<file path="src/rtl/portgroup_rxq.sv">
// Receive queue for the regf port group: valid/ready stream into a
// circular FIFO, head/level/overflow exposed as bus read values.
module portgroup_rxq #(
  parameter int width_p  = 8,
  parameter int depth_p  = 4,
  parameter int thresh_p = 2
) (
  input  logic                         main_clk_i,
  input  logic                         main_rst_i,
  input  logic                         rx_valid_i,
  input  logic [width_p-1:0]           rx_data_i,
  output logic                         rx_ready_o,
  input  logic                         regf_ctrl_ena_rval_i,
  input  logic                         regf_ctrl_mode_rval_i,
  input  logic                         regf_ctrl_flush_wr_i,
  output logic [width_p-1:0]           regf_rx_data_rbus_o,
  input  logic                         regf_rx_data_rd_i,
  output logic [$clog2(depth_p+1)-1:0] regf_rx_level_rbus_o,
  output logic [7:0]                   regf_rx_ovf_rbus_o,
  input  logic                         regf_rx_ovf_rd_i,
  output logic                         irq_o
);

  localparam int lvl_w = $clog2(depth_p + 1);
  localparam int ptr_w = $clog2(depth_p);
  localparam logic [ptr_w-1:0] ptr_last = ptr_w'(depth_p - 1);
  localparam logic [lvl_w-1:0] lvl_full = lvl_w'(depth_p);
  localparam logic [lvl_w-1:0] lvl_thr  = lvl_w'(thresh_p);

  logic [width_p-1:0] mem_q [depth_p];
  logic [ptr_w-1:0]   wr_ptr_q, wr_ptr_d;
  logic [ptr_w-1:0]   rd_ptr_q, rd_ptr_d;
  logic [lvl_w-1:0]   level_q, level_d;
  logic [7:0]         ovf_q, ovf_d;
  logic               irq_q, irq_d;

  logic full, empty, hs, push, pop, drop;

  // Ready uses only registered state plus the control read values.
  always_comb begin
    full  = (level_q == lvl_full);
    empty = (level_q == '0);
    rx_ready_o = regf_ctrl_ena_rval_i & ~main_rst_i &
                 (regf_ctrl_mode_rval_i | ~full);
    hs   = rx_valid_i & rx_ready_o;
    pop  = regf_rx_data_rd_i & ~empty & ~regf_ctrl_flush_wr_i;
    push = hs & ~regf_ctrl_flush_wr_i & (~full | pop);
    drop = hs & ~regf_ctrl_flush_wr_i & full & ~pop;
  end

  // Next-state for pointers, level, overflow counter and interrupt.
  always_comb begin
    wr_ptr_d = wr_ptr_q;
    rd_ptr_d = rd_ptr_q;
    level_d  = level_q;
    ovf_d    = ovf_q;
    irq_d    = (level_q >= lvl_thr);
    if (regf_ctrl_flush_wr_i) begin
      wr_ptr_d = '0;
      rd_ptr_d = '0;
      level_d  = '0;
    end else begin
      if (push)
        wr_ptr_d = (wr_ptr_q == ptr_last) ? '0 : wr_ptr_q + 1'b1;
      if (pop)
        rd_ptr_d = (rd_ptr_q == ptr_last) ? '0 : rd_ptr_q + 1'b1;
      if (push && !pop)
        level_d = level_q + 1'b1;
      else if (pop && !push)
        level_d = level_q - 1'b1;
    end
    if (regf_rx_ovf_rd_i)
      ovf_d = drop ? 8'd1 : 8'd0;
    else if (drop && ovf_q != 8'hff)
      ovf_d = ovf_q + 8'd1;
  end

  // Control state registers with synchronous reset.
  always_ff @(posedge main_clk_i) begin
    if (main_rst_i) begin
      wr_ptr_q <= '0;
      rd_ptr_q <= '0;
      level_q  <= '0;
      ovf_q    <= '0;
      irq_q    <= 1'b0;
    end else begin
      wr_ptr_q <= wr_ptr_d;
      rd_ptr_q <= rd_ptr_d;
      level_q  <= level_d;
      ovf_q    <= ovf_d;
      irq_q    <= irq_d;
    end
  end

  // Storage array; contents are masked by the level so need no reset.
  always_ff @(posedge main_clk_i) begin
    if (push)
      mem_q[wr_ptr_q] <= rx_data_i;
  end

  // Bus read values; head reads as zero when the queue is empty.
  always_comb begin
    regf_rx_data_rbus_o  = empty ? '0 : mem_q[rd_ptr_q];
    regf_rx_level_rbus_o = level_q;
    regf_rx_ovf_rbus_o   = ovf_q;
    irq_o                = irq_q;
  end

endmodule

</file>
<file path="config.mk">
export PLATFORM = sky130hd
export DESIGN_NAME = portgroup_rxq
export DESIGN_NICKNAME = d
export VERILOG_FILES = /design/src/rtl/portgroup_rxq.sv
export SDC_FILE = /design/constraint.sdc
export NUM_CORES = 1
export LEC_CHECK = 0
export BUFFER_PORTS_ARGS = -buffer_cell sky130_fd_sc_hd__buf_2
export CORE_MARGIN = 1
export CORE_UTILIZATION = 49
export DETAILED_ROUTE_END_ITERATION = 10
export GPL_ROUTABILITY_DRIVEN = 1
export PLACE_DENSITY = 0.74
export SYNTH_ARGS = -nofsm -noshare
export SYNTH_HDL_FRONTEND = slang
export SYNTH_SLANG_ARGS = --single-unit
</file>
<file path="constraint.sdc">
create_clock -name main_clk_i -period 2.34 [get_ports main_clk_i]
set_input_delay 0.117 -clock main_clk_i [delete_from_list [all_inputs] [get_ports main_clk_i]]
set_output_delay 0.117 -clock main_clk_i [all_outputs]
set_load 0.1 [all_outputs]
</file>
==> results.ini, run 1 <==
[floorplanning]
die_x_um=68.3
start_util_pct=52.3
die_h_um=68.3
design.die.area_um2=4660
placementRows=23
core_um2=4120
io_pins=37

[clocking]
ctsRootBufferMaster=clkbuf_8
clock_latency_ns=0.29
h-tree-depth=2
numClockSinks=50
cts_tree=built
clkTransAtPathRegs_ns=0.09
post_cts_resize_count=0
numCtsBuffers=5
cts_buffer_depth=2
post-cts-setup-buffer-count=0
holdBufCountCts=0

[synthesis]
synth_commonest_cells=edfxtp_1 (32), dfxtp_1 (18), nor2_1 (11)
netlist_top_cells_area=edfxtp_1 (45%), dfxtp_1 (17%), mux4_2 (8.4%)
synth_top_area_share_pct=44.7
yosysSeqAreaShare_pct=61.4
synthFlopType=edfxtp_1
synthArstFlopShare_pct=0
syn_nets=180
syn_inst=156
synth_area_um2=2150
synth.most_common_cell=edfxtp_1
syn_area_per_cell_um2=13.8
synth_seq_cells=50
synth_cell_types=37
synth_warnings=0
yosys.area.top_type=edfxtp_1
synth_edf_count=32

[routing]
viasPerCell=5.55
antenna_left=0
drt_iter0_drc=77
dr_total_vias=1371
wl_um=3940
drc=0
wl_per_cell_um=16.0
dr.pass1.iters=4

[global_route]
grt-ovfl-total=0
grt_pass1_wl_um=5900
grt_use_total_pct=18.4
grt_max_degree=16
grt_pass1_vias=1325
antenna_found_initial=0

[job]
maxCapViolCount=0

[sta]
min_period_ns=2.22
layout_setup_ws_ns=0.122
finalCritPeriodShare_pct=94.8
slew_violations=0
relSlewSlack_pct=60.2
rsz0062_at_grt=false
fin_setup_tns_ns=0
fmax_ghz=0.451
tightest_slew_ns=0.594
whs_ns=0.0326
setup_viol=0
skew_ns=0.00779
hold_viol_final=0

[critical_path]
critPathCaptureType=flop
startpoint_type=flop
arrival_ns=2.44
crit_fanout=9
cp-startpoint=regf_rx_level_rbus_o[0]$_SDFFE_PP0P_
cp_data_required_time_ns=2.56
crit_path_max_incr_delay_ns=0.67
crit_slowest_cell=or4b_1
critPathKind=reg -> reg
worstPathCellList=or3b_1 > or4b_1 > or4_1 > a21oi_1
reg2reg_from=regf_rx_level_rbus_o[0]$_SDFFE_PP0P_

[cells_and_area]
n_fill_cell=337
utilization_pct=60.7
fin_area_um2=2500
antennaDiodeCount=0
drive_above_1_share_pct=31.5
areaGrowthSynthToFinish_pct=16.0
final_nets=220
final_cells=247

[status]
outcome=finished clean

[power_and_ir_drop]
power.total_mw=1.54
vdd_drop_max_uv=309
leakage_nw=0.922
power_density_nw_per_um2=615

[placement]
place_ws_ns=0.131
place_area_um2=2410
hpwlAfterDp_um=2890
port_buffers=36
dp.cells=239
gp_congestion=0.728

[min_path]
hp-start=rx_data_i[6]
hp-class=in -> reg

## cell families after synthesis
group / share of synthesized area (%)
mux: 10.2
fa+ha+maj: 5.00
compound gates: 6.92
flops: 61.4
xor+xnor: 0.814
simple gates: 13.5
buf+inv: 2.15
## metal layers
| layer | global-route usage, % | vias to the layer above | part of all wire (%) |
|---|---|---|---|
| met2 | 33.7 | 32 | 55 |
| met4 | 6.25 | 0 | 0.74 |
| li1 | - | 665 | - |
| met3 | 4.00 | 5 | 3.6 |
| met1 | 20.8 | 669 | 40 |
| met5 | 0 | - | 0 |
## state kept, by name, indices dropped and copies added, names as in the netlist, named ones only
signal and flops:
irq_o 1, rd_ptr_q 2, regf_rx_ovf_rbus_o 8, regf_rx_level_rbus_o 3, mem_q 32, wr_ptr_q 2
## cells in the final DEF (no fill, tap or decap), types with 2 or more instances in the layout
| cell | instances |
|---|---|
| a21oi_1 | 6 |
| and2_1 | 4 |
| buf_2 | 36 |
| buf_4 | 4 |
| clkbuf_1 | 2 |
| clkbuf_8 | 5 |
| dfxtp_1 | 15 |
| dfxtp_4 | 3 |
| edfxtp_1 | 32 |
| ha_1 | 7 |
| inv_1 | 5 |
| mux2i_1 | 4 |
| mux4_2 | 8 |
| nand2_1 | 5 |
| nand3_1 | 2 |
| nor2_1 | 11 |
| nor2b_1 | 9 |
| o21ai_0 | 4 |
| o311ai_1 | 2 |
| o31ai_1 | 3 |
| o41ai_1 | 3 |
| or2_2 | 3 |
| or3_1 | 3 |
| or4_1 | 3 |
| or4b_1 | 2 |
| xor2_1 | 2 |
## where the power goes
part / switching [mW] / internal (mW) / total, mW
clock: 0.262 / 0.212 / 0.473
sequential: 0.00394 / 0.938 / 0.942
combinational: 0.0870 / 0.0332 / 0.120
total: 0.353 / 1.18 / 1.54
## critical path: cells and delay by family, from the launching register on
kind | cells | cell delay, ns
flip-flops | 1 | 0.37
AND/OR/NAND/NOR | 3 | 1.63
AO/OA/AOI/OAI | 1 | 0.17
## path summary, 6_finish.rpt
check                                        to  slack [ns]  cells after the start
max          regf_rx_ovf_rbus_o[6]$_SDFFE_PP0P_        0.12                      4
min                       mem_q[0][6]$_DFFE_PP_        0.03                      1
max reg2reg  regf_rx_ovf_rbus_o[6]$_SDFFE_PP0P_        0.12                      4
min reg2reg  regf_rx_ovf_rbus_o[2]$_SDFFE_PP0P_        0.52                      1
## area by class of cell
cell class / instances / area, um2 / share of cell area (%)
Tap cell: 50 / 62.6 / 2.51
Sequential cell: 50 / 1330 / 53.4
Clock buffer: 7 / 76.3 / 3.06
Clock inverter: 1 / 7.51 / 0.301
Multi-Input combinational cell: 94 / 790 / 31.6
Timing Repair Buffer: 40 / 210 / 8.42
Inverter: 5 / 18.8 / 0.752
Power figures use the tool's default switching activity.
==> inputs of run 2 (changes only) <==
--- a/config.mk
+++ b/config.mk
@@ -6,7 +6,7 @@
 export NUM_CORES = 1
 export LEC_CHECK = 0
 export BUFFER_PORTS_ARGS = -buffer_cell sky130_fd_sc_hd__buf_2
-export CORE_MARGIN = 1
+export CORE_MARGIN = 4
 export CORE_UTILIZATION = 49
 export DETAILED_ROUTE_END_ITERATION = 10
 export GPL_ROUTABILITY_DRIVEN = 1
==> results.ini, run 2 (synthesized netlist as in run 1, its figures left out) <==
[status]
outcome=finished clean

[global_route]
grt_max_degree=16
grt_pass1_vias=1345
grt_pass1_wl_um=6400
grt-ovfl-total=0
antenna_found_initial=0
grt_use_total_pct=15.6

[critical_path]
critPathCaptureType=flop
ff2ff_setup_slack_ns=0.15
worstPathCellList=or3b_1 > or4b_1 > or4_1 > a21oi_1
crit_path_max_incr_delay_ns=0.64
rr_endpoint=regf_rx_ovf_rbus_o[6]$_SDFFE_PP0P_
crit_fanout=6
critPathKind=reg -> reg
crit_slowest_cell=or4b_1
startpoint_type=flop
reg2reg_depth=4
cp_data_required_time_ns=2.58
critPathBufInv=0
arrival_ns=2.42
reg2reg_from=regf_rx_level_rbus_o[0]$_SDFFE_PP0P_
path_delay_family=simple AND/OR/NAND/NOR gates

[routing]
wl_um=3830
dr.pass1.iters=4
viasPerCell=5.57
drc=0
antenna_left=0
drt_iter0_drc=110
wl_per_cell_um=15.5
dr_total_vias=1375

[clocking]
cts_tree=built
holdBufCountCts=0
ctsRootBufferMaster=clkbuf_8
cts_buffer_depth=2
clkTransAtPathRegs_ns=0.09
post_cts_resize_count=0
clock_latency_ns=0.30
numCtsBuffers=5
h-tree-depth=2
post-cts-setup-buffer-count=0
numClockSinks=50

[cells_and_area]
areaGrowthSynthToFinish_pct=18.3
fin_area_um2=2550
drive_above_1_share_pct=32.0
top_register=mem_q
regArea_um2=1330
utilization_pct=61.9
largest_reg_flops=32
n_fill_cell=338
multiInputGateArea_um2=790
antennaDiodeCount=0
layout_commonest_cell=buf_2
final_cell_mix=buf_2 (36), edfxtp_1 (32), dfxtp_1 (15), nor2_1 (11), nor2b_1 (9)
final_nets=220

[sta]
hold_viol_final=0
relSlewSlack_pct=61.7
min_period_ns=2.19
fin_setup_tns_ns=0
tightest_slew_ns=0.573
skew_ns=0.00601
setup_viol=0
slew_violations=0
rsz0062_at_grt=false
fmax_ghz=0.457
whs_ns=0.0308
finalCritPeriodShare_pct=93.4

[placement]
hpwlAfterDp_um=2720
place_area_um2=2410
gp_congestion=0.769
port_buffers=36

[floorplanning]
placementRows=23
die_h_um=74.3
io_pins=37
design.die.area_um2=5520
core_um2=4120
start_util_pct=52.3
die_x_um=74.3

[power_and_ir_drop]
power.total_mw=1.76
leakage_nw=0.950
power_density_nw_per_um2=690
vdd_drop_max_uv=438

[min_path]
hp-start=rx_data_i[6]
worstHoldPathCells=1
hp-class=in -> reg
holdPathEnd=mem_q[2][6]$_DFFE_PP_

[job]
maxCapViolCount=0

## run 2: layout make-up
cell class / instances / share of cell area, %
multi-input combinational: 94 / 31.0
timing repair buffer: 40 / 8.26
sequential: 50 / 52.3
tap: 50 / 2.46
clock buffer: 5 / 2.70
inverter: 5 / 0.737
clock inverter: 3 / 2.51
## run 2: worst max-delay path by stage
stage / cells after the start / startpoint / slack [ns] / to
after floorplan: 3 / flop / -0.15 / regf_rx_data_rbus_o[0]
after global placement: 4 / regf_rx_level_rbus_o[0]$_SDFFE_PP0P_ / 0.25 / regf_rx_ovf_rbus_o[4]$_SDFFE_PP0P_
after detailed placement: 4 / regf_rx_level_rbus_o[0]$_SDFFE_PP0P_ / 0.18 / regf_rx_ovf_rbus_o[6]$_SDFFE_PP0P_
after CTS: 4 / regf_rx_level_rbus_o[0]$_SDFFE_PP0P_ / 0.15 / regf_rx_ovf_rbus_o[6]$_SDFFE_PP0P_
after global routing: 5 / regf_rx_level_rbus_o[0]$_SDFFE_PP0P_ / 0.001 / regf_rx_ovf_rbus_o[2]$_SDFFE_PP0P_
final: 4 / regf_rx_level_rbus_o[0]$_SDFFE_PP0P_ / 0.15 / regf_rx_ovf_rbus_o[6]$_SDFFE_PP0P_
## run 2: through the flow
step           cells  setup slack, ns
2_1_floorplan    156           -0.152
3_3_place_gp     239            0.254
3_5_place_dp     239            0.178
4_1_cts          247            0.154
5_1_grt          247          0.00150
6_report         247            0.154
## run 2: per-layer routing
layer,vias up,track usage (%),share of wire [%]
li1,669,-,-
met1,674,20.2,44
met2,27,25.7,50
met3,5,4.59,4.9
met4,0,4.55,0.83
met5,-,0,0
## run 2: worst register-to-register path: cells and delay by family, from the launching register on
kind | cells | cell delay, ns
compound gates | 1 | 0.16
flops | 1 | 0.38
simple gates | 3 | 1.59
## run 2: power by group
part / internal, mW / total [mW] / switching, mW / leakage, nW
sequential: 0.938 / 0.942 / 0.00386 / 0.436
combinational: 0.0332 / 0.118 / 0.0853 / 0.448
clock: 0.423 / 0.695 / 0.272 / 0.0658
